<file path="src/rtl/categorizador_stream.sv">
// Streaming sample classifier: one-cycle registered result with valid/ready handshake,
// saturating per-class statistics, sticky error flag and optional halt-on-error.
module categorizador_stream #(
  parameter int W           = 4,
  parameter int THRESH      = 13,
  parameter int CW          = 8,
  parameter int HALT_ON_ERR = 0
) (
  input  logic          clk,
  input  logic          rst_n,
  input  logic          in_valid,
  output logic          in_ready,
  input  logic [W-1:0]  p,
  input  logic [1:0]    e,
  output logic          out_valid,
  input  logic          out_ready,
  output logic [2:0]    c,
  output logic          err,
  input  logic          clr,
  output logic [CW-1:0] cnt1,
  output logic [CW-1:0] cnt2,
  output logic [CW-1:0] cnt3,
  output logic [CW-1:0] cnt_err,
  output logic          err_sticky,
  output logic          halted
);

  typedef enum logic {RUN = 1'b0, HALT = 1'b1} state_t;

  localparam logic [W-1:0]  THR    = W'(THRESH);
  localparam logic [CW-1:0] CNT_MAX = '1;
  localparam logic          HALT_EN = (HALT_ON_ERR != 0);

  state_t        state_q, state_d;
  logic          out_valid_q, out_valid_d;
  logic [2:0]    c_q, c_d;
  logic          err_q, err_d;
  logic [CW-1:0] cnt1_q, cnt1_d;
  logic [CW-1:0] cnt2_q, cnt2_d;
  logic [CW-1:0] cnt3_q, cnt3_d;
  logic [CW-1:0] cnt_err_q, cnt_err_d;
  logic          err_sticky_q, err_sticky_d;

  logic       accept;
  logic [2:0] cls_c;
  logic       cls_err;

  assign in_ready = (state_q == RUN) & (~out_valid_q | out_ready);
  assign accept   = in_valid & in_ready;

  always_comb begin
    cls_c   = 3'b000;
    cls_err = 1'b0;
    if (e == 2'b00)
      cls_c = 3'b001;
    else if ((e == 2'b01) && (p < THR))
      cls_c = 3'b010;
    else if (e[1] && (p >= THR))
      cls_c = 3'b100;
    else
      cls_err = 1'b1;
  end

  // Result register: a new accept overwrites, otherwise a taken result retires.
  always_comb begin
    out_valid_d = out_valid_q;
    c_d         = c_q;
    err_d       = err_q;
    if (accept) begin
      out_valid_d = 1'b1;
      c_d         = cls_c;
      err_d       = cls_err;
    end else if (out_ready) begin
      out_valid_d = 1'b0;
    end
  end

  // Clear dominates a coincident accept: the sample is still delivered but never counted.
  always_comb begin
    cnt1_d       = cnt1_q;
    cnt2_d       = cnt2_q;
    cnt3_d       = cnt3_q;
    cnt_err_d    = cnt_err_q;
    err_sticky_d = err_sticky_q;
    state_d      = state_q;
    if (clr) begin
      cnt1_d       = '0;
      cnt2_d       = '0;
      cnt3_d       = '0;
      cnt_err_d    = '0;
      err_sticky_d = 1'b0;
      state_d      = RUN;
    end else if (accept) begin
      if (cls_c[0] && (cnt1_q != CNT_MAX)) cnt1_d = cnt1_q + 1'b1;
      if (cls_c[1] && (cnt2_q != CNT_MAX)) cnt2_d = cnt2_q + 1'b1;
      if (cls_c[2] && (cnt3_q != CNT_MAX)) cnt3_d = cnt3_q + 1'b1;
      if (cls_err) begin
        if (cnt_err_q != CNT_MAX) cnt_err_d = cnt_err_q + 1'b1;
        err_sticky_d = 1'b1;
        if (HALT_EN) state_d = HALT;
      end
    end
  end

  always_ff @(posedge clk or negedge rst_n) begin
    if (!rst_n) begin
      state_q      <= RUN;
      out_valid_q  <= 1'b0;
      c_q          <= 3'b000;
      err_q        <= 1'b0;
      cnt1_q       <= '0;
      cnt2_q       <= '0;
      cnt3_q       <= '0;
      cnt_err_q    <= '0;
      err_sticky_q <= 1'b0;
    end else begin
      state_q      <= state_d;
      out_valid_q  <= out_valid_d;
      c_q          <= c_d;
      err_q        <= err_d;
      cnt1_q       <= cnt1_d;
      cnt2_q       <= cnt2_d;
      cnt3_q       <= cnt3_d;
      cnt_err_q    <= cnt_err_d;
      err_sticky_q <= err_sticky_d;
    end
  end

  assign out_valid  = out_valid_q;
  assign c          = c_q;
  assign err        = err_q;
  assign cnt1       = cnt1_q;
  assign cnt2       = cnt2_q;
  assign cnt3       = cnt3_q;
  assign cnt_err    = cnt_err_q;
  assign err_sticky = err_sticky_q;
  assign halted     = (state_q == HALT);

endmodule
</file>
<file path="config.mk">
export PLATFORM = sky130hd
export DESIGN_NAME = categorizador_stream
export DESIGN_NICKNAME = d
export VERILOG_FILES = /design/src/rtl/categorizador_stream.sv
export SDC_FILE = /design/constraint.sdc
export NUM_CORES = 1
export LEC_CHECK = 0
export ABC_AREA = 1
export BUFFER_PORTS_ARGS = -buffer_cell sky130_fd_sc_hd__buf_2
export CORE_UTILIZATION = 59
export CTS_BUF_LIST = sky130_fd_sc_hd__clkbuf_16
export CTS_CLUSTER_DIAMETER = 100
export DETAILED_ROUTE_END_ITERATION = 6
export PLACE_DENSITY_LB_ADDON = 0.05
export SLEW_MARGIN = 40
export SYNTH_ARGS = -nofsm -noshare
export SYNTH_HDL_FRONTEND = slang
export SYNTH_SLANG_ARGS = --single-unit
</file>
<file path="constraint.sdc">
create_clock -name clk -period 2.51 [get_ports clk]
set_input_delay 0.502 -clock clk [delete_from_list [all_inputs] [get_ports clk]]
set_output_delay 0.502 -clock clk [all_outputs]
set_load 0.02 [all_outputs]
</file>
== After elaboration in Yosys (flattened, before gate mapping) ==
Index checks and enable logic that the tools add are counted.

* Shift operators: 0
* Reduce and logical (&&, ||, !) cells: 18
* Div/mod/pow operators: 0
* Magnitude comparators: 2
* Multiply operators: 0
* Mux-type cells: 24
* Equality and inequality tests: 5
* Add/subtract/negate cells: 4
* Bitwise gates (word level): 3

{| class="wikitable"
|+ Operators by type and width
! operator !! number
|-
| 2-to-1 mux 8 bit || 13
|-
| adder 8 x 1 -> 8 bit (second input constant) || 4
|-
| inequality test 8 bit (second input constant) || 4
|-
| nonzero test 2 bit || 7
|-
| 2-to-1 mux 3 bit || 3
|-
| 2-to-1 mux 1 bit || 8
|-
| AND reduction 2 bit || 4
|-
| logical AND 1 bit || 5
|-
| greater-or-equal comparator 4 bit (second input constant) || 1
|-
| less-than comparator 4 bit (second input constant) || 1
|-
| AND reduction 3 bit || 1
|-
| == test 2 x 1 -> 1 bit (second input constant) || 1
|-
| logical NOT 2 bit || 1
|-
| bitwise AND 1 bit || 1
|-
| inverter 1 bit || 1
|-
| OR 1 bit || 1
|}

* Logic and storage cells: 64
* Memories kept: 0
* Output and inout port bits: 40
* Memory bits (read-only): 0
* Bits in latches: 0
* RAM bits: 0
* Bits in registers: 38

== Longest topological paths before layout ==
Gate-level depths: netlist (run 1).

* Depth in word-level cells: 9
* Mapped depth: 10
* Gate-level depth less buffers: 9

== Worst setup path before layout (run 1) ==
OpenSTA, ideal clock, no wires.

* Path kind: reg2reg
* From: register cnt2_q[1] (netlist: cnt2[1])
* To: register cnt2_q[7] (netlist: cnt2[7])
* Stages on the path, launching flop included: 9
* Arrival time: 1351 ps
* Path slack: 1042 ps
* Period minus slack after synthesis: 1468 ps
* Cell sequence: dfrtp_1 ha_1 nand3_2 nor2_4 nand3_4 nand2_4 nand2_4 nand2_1 nand2_1

* Word-level cells in the longest chain between the ends: 4
* Elaborated cells between the ends (all ways): 8
* Classes of those cells: add/sub: 1; eq/ne: 1; mux: 3; reduce/logical: 3

{| class="wikitable"
|+ Ends and longest elaborated chain
! what !! RTL line !! RTL
|-
| start, declared || 39 || <nowiki>logic [CW-1:0] cnt2_q, cnt2_d;</nowiki>
|-
| start signal, assigned || 122 || <nowiki>cnt2_q <= cnt2_d;</nowiki>
|-
| adder 8 x 1 -> 8 bit / inequality test 8 bit (equally long branches) || 95 || <nowiki>if (cls_c[1] && (cnt2_q != CNT_MAX)) cnt2_d = cnt2_q + 1'b1;</nowiki>
|-
| 2-to-1 mux 8 bit / logical AND 1 bit (equally long branches) || 95 ||
|-
| 2-to-1 mux 8 bit / nonzero test 2 bit (equally long branches) || - ||
|-
| 2-to-1 mux 8 bit / AND reduction 2 bit (equally long branches) || - ||
|}

Several ways; a longest one is shown, not always the timed one. The select of a mux whose other input is x is not followed.
A chain may end at the register's enable or synchronous reset.

== Worst setup path in the final report (run 1) ==
* From: register cnt3_q[0] (netlist: cnt3[0])
* To: register cnt3_q[7] (netlist: cnt3[7])

* Word-level cells in the longest chain between the ends: 4
* Elaborated cells between the ends (all ways): 8
* Classes of those cells: add/sub: 1; eq/ne: 1; mux: 3; reduce/logical: 3

{| class="wikitable"
|+ Ends and longest elaborated chain
! what !! RTL line !! RTL
|-
| start, declared || 40 || <nowiki>logic [CW-1:0] cnt3_q, cnt3_d;</nowiki>
|-
| start signal, assigned || 123 || <nowiki>cnt3_q <= cnt3_d;</nowiki>
|-
| adder 8 x 1 -> 8 bit / inequality test 8 bit (equally long branches) || 96 || <nowiki>if (cls_c[2] && (cnt3_q != CNT_MAX)) cnt3_d = cnt3_q + 1'b1;</nowiki>
|-
| 2-to-1 mux 8 bit / logical AND 1 bit (equally long branches) || 96 ||
|-
| 2-to-1 mux 8 bit / nonzero test 2 bit (equally long branches) || - ||
|-
| 2-to-1 mux 8 bit / AND reduction 2 bit (equally long branches) || - ||
|}

Several ways; a longest one is shown, not always the timed one. The select of a mux whose other input is x is not followed.

==> flow_metrics.env, run 1 <==
export IMPL_syn_avg_cell_area_sq_um=7.49
export IMPL_gp_congestion=0.853
export IMPL_cp_arrival_ns=1.72
export IMPL_numCtsBuffers=5
export IMPL_drcViolationCount=0
export IMPL_p_int_mw=1.03
export IMPL_final_nets=380
export IMPL_vias=2191
export IMPL_max_slew_margin_rel_pct=58.1
export IMPL_grt_overflow_total=0
export IMPL_ctsRootBufferMaster="clkbuf_16"
export IMPL_drv_slew=0
export IMPL_antenna_found_initial=0
export IMPL_pwr_share_clk_pct=43.4
export IMPL_critPathLaunchType="register"
export IMPL_setup_violations=0
export IMPL_syn_area_sq_mm=0.00237
export IMPL_fillers=303
export IMPL_cts_setup_buffers=0
export IMPL_clkTransAtPathRegs_ns=0.06
export IMPL_finClkSkew_ns=0.00419
export IMPL_crit_fanout=9
export IMPL_swShare_pct=25.8
export IMPL_ys_types=30
export IMPL_drtIter0Drc=182
export IMPL_area_growth_synth_to_final_pct=17.2
export IMPL_path_class="reg2reg"
export IMPL_min_path_type="in2async"
export IMPL_routed_wirelength_microns=4980
export IMPL_antenna_cells=0
export IMPL_cts_resized_gates=0
export IMPL_grt_pass1_vias=1980
export IMPL_wl_per_cell_microns=12.0
export IMPL_cts_max_path_buffers=2
export IMPL_worst_slew_pin_slew_ns=0.628
export IMPL_ys_ff_latch=38
export IMPL_p_comb_share_pct=10.5
export IMPL_cts_tree="yes"
export IMPL_routed_via_density=5.29
export IMPL_initial_core_util_pct=63.0
export IMPL_ys_warnings_count=0
export IMPL_port_buffers=49
export IMPL_hold_viol_final=0
export IMPL_final_area_sq_mm=0.00278
export IMPL_hpwl_microns=3500
export IMPL_grt_usage_pct=25.8
export IMPL_num_rows=22
export IMPL_crit_required_ns=2.68
export IMPL_vdd_drop_max_mv=0.322
export IMPL_insertion_delay_ns=0.28
export IMPL_drv_cap=0
export IMPL_final_common_cell="nand2_1"
export IMPL_final_cells=414
export IMPL_syn_inst=317
export IMPL_period_share_pct=61.8
export IMPL_power_mw=1.39
export IMPL_ant_nets=0
export IMPL_cp_end_kind="register"
export IMPL_post_route_util_pct=73.8
export IMPL_rrSetupSlack_ns=0.96
export IMPL_grt_max_degree=39
export IMPL_die_w_microns=65.4
export IMPL_max_freq_ghz=0.645
export IMPL_seqPwrFrac_pct=46.1
export IMPL_powerDensity_mw_per_mm2=499
export IMPL_final_cell_mix="nand2_1, nand3_1, buf_2"
export IMPL_die_y_microns=65.4
export IMPL_ctsHoldBuffers=0
export IMPL_yosysSeqAreaShare_pct=40.0
export IMPL_drive_above_1_share_pct=23.8
export IMPL_power_switching_uw=358
export IMPL_status="completed"
export IMPL_tns_ns=0
export IMPL_dp_cells=406
export IMPL_cts_sinks=38
export IMPL_first_pass_iters=5
export IMPL_power_leakage_nw=1.56
export IMPL_min_period_ns=1.55
export IMPL_synth_nets=332
export IMPL_htree_levels=2
export IMPL_place_area_sq_mm=0.00264
export IMPL_die_area_sq_mm=0.00428
export IMPL_grt_pass1_wl_microns=8600
export IMPL_ios=51
export IMPL_coreArea_sq_mm=0.00377
export IMPL_rsz0062_at_grt="false"
[routing by layer]
layer  up-vias  track usage (%)  part of all wire, %
li1       1105                -                    -
met5         -                0                    0
met1      1023             33.3                   47
met4         0             8.70                  1.1
met2        56             42.5                   48
met3         7             5.73                  4.2
[final timing paths]
check,start,cells past startpoint,to
min in group clk,out_ready,4,out_valid
min,rst_n,1,cnt1[5]
min reg2reg,c[1],2,c[1]
max reg2reg,cnt3[0],8,cnt3[7]
max in group asynchronous,rst_n,1,err_sticky
max,cnt3[0],8,cnt3[7]
[per-stage QoR]
step,hold WS (ns),worst slack (ns)
after global placement,0.466,0.858
final,0.184,0.959
after floorplan,0.206,1.04
after CTS,0.204,0.974
after global routing,0.220,0.827
after detailed placement,0.480,0.817
[Yosys cell counts]
library cell | number | area, sq um
inv_2 | 4 | 15.0
nor2_1 | 22 | 82.6
nor2_2 | 4 | 25.0
dfrtp_1 | 38 | 951
nor2_4 | 4 | 45.0
o21bai_1 | 2 | 15.0
buf_6 | 1 | 11.3
xor2_1 | 6 | 52.6
xnor2_1 | 3 | 26.3
nand2_1 | 90 | 338
inv_1 | 38 | 143
conb_1 | 1 | 3.75
a21oi_1 | 3 | 15.0
buf_4 | 1 | 7.51
nand2_4 | 4 | 45.0
nand4_2 | 1 | 12.5
nor3b_1 | 1 | 7.51
o21ai_1 | 2 | 10.0
nand4_1 | 8 | 50.1
nor3_1 | 1 | 5.00
o21ai_2 | 3 | 26.3
nand3_4 | 2 | 35.0
clkbuf_1 | 5 | 18.8
buf_2 | 2 | 10.0
o21ai_0 | 7 | 35.0
ha_1 | 4 | 50.1
nand3_1 | 52 | 260
nand3_2 | 4 | 40.0
nor2_8 | 1 | 20.0
nand2_2 | 3 | 18.8
[cells by family (layout without fill, tap and decap cells)]
kind of cell	Yosys count	after routing	share of synthesized area [%]
AO/OA/AOI/OAI	17	17	4.27
XOR/XNOR	9	9	3.32
adder cells (fa/ha/maj)	4	4	2.11
buffers and inverters	51	100	8.64
flip-flops	38	38	40.0
other	1	1	0.158
AND/OR/NAND/NOR	197	197	41.5
[state kept, by name (all words and copies together), names as in the netlist]
name	cells
cnt1	8
cnt2	8
cnt3	8
cnt_err	8
c	3
err	1
err_sticky	1
out_valid	1
[critical path, cell delays in order, from the launching register on]
cell and delay, ns:
dfrtp_1 0.41, ha_1 0.23, nand2_1 0.09, inv_1 0.10, nand3_2 0.11, nand2_2 0.20, nand2_4 0.13, nand2_1 0.12
o21ai_2 0.06
[power groups by stage]
stage	Combinational (mW)	Sequential (mW)	Clock, mW
floorplan	0.0783	0.669	0
CTS	0.148	0.640	0.610
global route	0.162	0.642	0.633
global placement	0.144	0.651	0
detailed placement	0.147	0.651	0
finish	0.146	0.641	0.603
[cell type report]
type / count / area (sq um) / share of cell area [%]
clock buffer: 5 / 125 / 4.49
sequential: 38 / 951 / 34.2
tap: 48 / 60.1 / 2.16
clock inverter: 3 / 16.3 / 0.584
timing repair buffer: 50 / 255 / 9.17
inverter: 42 / 158 / 5.66
multi-input combinational: 228 / 1220 / 43.8
No activity file was read; power rests on OpenSTA's default activity.
==> run 2: changes to the inputs <==
--- a/config.mk
+++ b/config.mk
@@ -5,9 +5,9 @@
 export SDC_FILE = /design/constraint.sdc
 export NUM_CORES = 1
 export LEC_CHECK = 0
-export ABC_AREA = 1
+export ABC_AREA = 0
 export BUFFER_PORTS_ARGS = -buffer_cell sky130_fd_sc_hd__buf_2
-export CORE_UTILIZATION = 59
+export CORE_UTILIZATION = 53
 export CTS_BUF_LIST = sky130_fd_sc_hd__clkbuf_16
 export CTS_CLUSTER_DIAMETER = 100
 export DETAILED_ROUTE_END_ITERATION = 6
==> constraint.sdc (replaced) <==
create_clock -name clk -period 1.5 [get_ports clk]
set_input_delay 0.3 -clock clk [delete_from_list [all_inputs] [get_ports clk]]
set_output_delay 0.3 -clock clk [all_outputs]
set_load 0.02 [all_outputs]
==> run 2 against run 1 <==
The run now fails in global routing. Area after synthesis shrank 13%. Synthesized cell count shrank 31%.
==> flow_metrics.env, run 2 <==
export IMPL_gp_congestion=0.835
export IMPL_synth_flop_cell="dfrtp_1"
export IMPL_syn_avg_cell_area_sq_um=9.51
export IMPL_cts_sinks=38
export IMPL_synth_edf_count=0
export IMPL_hpwl_microns=3960
export IMPL_yosysSeqAreaShare_pct=45.9
export IMPL_die_w_microns=64.5
export IMPL_worst_path_end_type="register input"
export IMPL_async_flop_share_pct=100
export IMPL_die_y_microns=64.5
export IMPL_ios=51
export IMPL_synth_top_cell_area_share_pct=45.9
export IMPL_yosysMostFrequentCell="dfrtp_1"
export IMPL_synth_area_leaders="dfrtp_1, a21oi_1, o31ai_1, or4_1, nand2_1"
export IMPL_ys_ff_latch=38
export IMPL_grt_worst_endpoint="cnt2[3]$_DFFE_PN0P_/D"
export IMPL_yosys_area_top_type="dfrtp_1"
export IMPL_cts_max_path_buffers=2
export IMPL_tool_error="[ERROR DPL-0033] detailed placement checks failed during check placement."
export IMPL_syn_inst=218
export IMPL_lastStage="global routing"
export IMPL_synth_nets=233
export IMPL_antenna_found_initial=0
export IMPL_status="aborted with a tool error"
export IMPL_syn_area_sq_mm=0.00207
export IMPL_num_rows=22
export IMPL_ctsRootBufferMaster="clkbuf_16"
export IMPL_dp_cells=359
export IMPL_ys_types=41
export IMPL_numCtsBuffers=5
export IMPL_ys_warnings_count=0
export IMPL_synth_common_cells="dfrtp_1, a21oi_1, nand2_1"
export IMPL_grt_max_degree=39
export IMPL_port_buffers=49
export IMPL_initial_core_util_pct=55.8
export IMPL_htree_levels=2
## run 2: cell types whose count changed after synthesis, sizes merged, moves of 20 or more
cell	before	now
nor2	31	10
nand2	97	19
inv	42	4
a21oi	3	23
nand3	58	14
## run 2: what timing repair did
item | in CTS
buffers inserted | 2
gates resized for setup | 18
endpoints found under the setup margin | 31
hold endpoints to repair | 37
pin swaps | 10
hold buffers | 1
gates cloned | 2
## run 2: through the flow
| stage | utilization, % | setup slack, ns | cell area, sq um | hold slack, ns | setup TNS [ns] |
|---|---|---|---|---|---|
| floorplan | - | -0.163 | 2230 | 0.00441 | -0.719 |
| global placement | 77.0 | -0.176 | 2860 | 0.288 | -2.35 |
| detailed placement | 77.0 | -0.220 | 2860 | 0.289 | -3.54 |
| CTS | 85.4 | -0.0985 | 3170 | 0.389 | -0.446 |
## run 2: cell families after synthesis
logic type	count (synthesis)	share of synthesized area, %
buf+inv	15	3.56
simple gates	95	26.2
compound gates	58	18.1
mux	7	3.68
fa+ha+maj	4	2.41
other cells	1	0.181
flops	38	45.9
==> run 3: changes to the inputs <==
--- a/config.mk
+++ b/config.mk
@@ -7,11 +7,9 @@
 export LEC_CHECK = 0
 export ABC_AREA = 0
 export BUFFER_PORTS_ARGS = -buffer_cell sky130_fd_sc_hd__buf_2
-export CORE_UTILIZATION = 53
-export CTS_BUF_LIST = sky130_fd_sc_hd__clkbuf_16
-export CTS_CLUSTER_DIAMETER = 100
+export CORE_UTILIZATION = 40
 export DETAILED_ROUTE_END_ITERATION = 6
-export PLACE_DENSITY_LB_ADDON = 0.05
+export PLACE_DENSITY_LB_ADDON = 0.15
 export SLEW_MARGIN = 40
 export SYNTH_ARGS = -nofsm -noshare
 export SYNTH_HDL_FRONTEND = slang
==> run 3 against run 2 <==
The flow now finishes, with violations (negative setup slack). Synthesized cell count unchanged. Area after synthesis unchanged.
==> flow_metrics.env, run 3 <==
export IMPL_status="finished, violations left"
export IMPL_violations="negative setup slack"
export IMPL_yosysSeqAreaShare_pct=45.9
export IMPL_async_flop_share_pct=100
export IMPL_met3_length_microns=241
export IMPL_critPathLaunchType="register"
export IMPL_gp_congestion=0.795
export IMPL_ios=51
export IMPL_rsz0062_at_grt="true"
export IMPL_min_period_ns=1.62
export IMPL_cts_tree="yes"
export IMPL_top_layer="met4"
export IMPL_insertion_delay_ns=0.29
export IMPL_crit_fanout=5
export IMPL_yosysMostFrequentCell="dfrtp_1"
export IMPL_grt_pass1_wl_microns=9060
export IMPL_drv_cap=0
export IMPL_dp_slack_ns=-0.256
export IMPL_holdWs_ns=0.376
export IMPL_setup_violations=15
export IMPL_syn_inst=218
export IMPL_ys_ff_latch=38
export IMPL_tns_ns=-0.547
export IMPL_ys_types=41
export IMPL_grt_pass1_vias=1961
export IMPL_hold_viol_final=0
export IMPL_ant_nets=0
export IMPL_antenna_cells=0
export IMPL_wl_per_cell_microns=15.1
export IMPL_numCtsBuffers=5
export IMPL_power_mw=2.08
export IMPL_syn_area_sq_mm=0.00207
export IMPL_post_route_util_pct=67.9
export IMPL_final_nets=341
export IMPL_clkTransAtPathRegs_ns=0.08
export IMPL_die_y_microns=74.0
export IMPL_final_area_sq_mm=0.00329
export IMPL_initial_core_util_pct=42.8
export IMPL_ys_warnings_count=0
export IMPL_drtIter0Drc=159
export IMPL_synth_area_leaders="dfrtp_1, a21oi_1, o31ai_1, or4_1, nand2_1"
export IMPL_first_pass_iters=4
export IMPL_dp_cells=374
export IMPL_grt_max_degree=39
export IMPL_syn_avg_cell_area_sq_um=9.51
export IMPL_num_rows=25
export IMPL_final_cells=393
export IMPL_hpwl_microns=3830
export IMPL_finClkSkew_ns=0.0123
export IMPL_grt_overflow_total=0
export IMPL_fillers=397
export IMPL_area_growth_synth_to_final_pct=58.8
export IMPL_drcViolationCount=0
export IMPL_drive_above_1_share_pct=55.8
export IMPL_max_freq_ghz=0.618
export IMPL_path_class="reg2reg"
export IMPL_final_cell_mix="buf_2, buf_4, dfrtp_1"
export IMPL_min_path_type="in2reg"
export IMPL_met1_length_microns=2650
export IMPL_multi_input_area_sq_mm=0.00140
export IMPL_ctsRootBufferMaster="clkbuf_8"
export IMPL_cts_max_path_buffers=2
export IMPL_routed_via_density=5.53
export IMPL_ff_latch_area_sq_um=962
export IMPL_cts_sinks=38
export IMPL_synth_common_cells="dfrtp_1, a21oi_1, nand2_1"
export IMPL_coreArea_sq_mm=0.00485
export IMPL_antenna_found_initial=0
export IMPL_die_area_sq_mm=0.00548
export IMPL_die_w_microns=74.0
export IMPL_vias=2172
export IMPL_crit_required_ns=1.72
export IMPL_vdd_drop_max_mv=0.538
export IMPL_synth_nets=233
export IMPL_place_area_sq_mm=0.00285
export IMPL_synth_edf_count=0
export IMPL_drv_slew=0
export IMPL_period_share_pct=108
export IMPL_setup_slack_ns=-0.118
export IMPL_synth_top_cell_area_share_pct=45.9
export IMPL_port_buffers=49
export IMPL_routed_wirelength_microns=5950
export IMPL_cp_arrival_ns=1.84
export IMPL_grt_usage_pct=21.4
export IMPL_synth_flop_cell="dfrtp_1"
export IMPL_cp_end_kind="register"
export IMPL_met2_length_microns=3010
export IMPL_powerDensity_mw_per_mm2=631
export IMPL_yosys_area_top_type="dfrtp_1"
export IMPL_power_leakage_nw=1.46
export IMPL_htree_levels=2
## run 3: report_power, final
group          switching [mW]  internal, mW  total (mW)
logic                   0.180         0.112       0.293
registers              0.0143          1.05        1.06
clock network           0.360         0.365       0.725
## run 3: repair_timing
item                                    4_1_cts  5_1_grt
endpoints found under the setup margin       29       26
gates resized for setup                      12       44
endpoints found under the hold margin        38        0
hold buffers                                  1        0
buffers inserted                              3        5
pin swaps                                    11       19
cloned                                        1        2
## run 3: logic make-up (layout without fill, tap and decap cells)
family	count (synthesis)	after routing	share of synthesized area, %
simple gates	95	97	26.2
mux	7	7	3.68
buf+inv	15	121	3.56
other cells	1	1	0.181
flops	38	38	45.9
compound gates	58	58	18.1
fa+ha+maj	4	4	2.41
## run 3: final timing paths
check	cells past startpoint	slack (ns)	end	from
worst max-delay path	6	-0.12	cnt_err[0]	cnt_err[1]
worst min-delay path	2	0.38	out_valid	in_valid
worst max register to register	6	-0.12	cnt_err[0]	cnt_err[1]
worst min register to register	2	0.48	c[2]	c[2]
max in group asynchronous	3	0.77	cnt3[1]	rst_n
min in group asynchronous	3	0.50	cnt_err[6]	rst_n
## run 3: per-layer routing
metal / vias to the layer above / track usage, %
li1: 1052 / -
met1: 1070 / 28.4
met2: 45 / 36.3
met3: 5 / 3.25
met4: 0 / 6.20
met5: - / 0
## run 3: area by class of cell
type	instances	share of cell area (%)
multi-input combinational	167	42.5
clock buffer	7	2.62
tap	67	2.55
sequential	38	29.2
inverter	4	0.456
timing repair buffer	110	22.6
## run 3: critical path, stage by stage, from the launching register on
cell	delay, ns
dfrtp_2	0.43
ha_4	0.18
nand3_4	0.07
buf_6	0.10
nor2_2	0.05
or4_4	0.55
a21oi_2	0.15
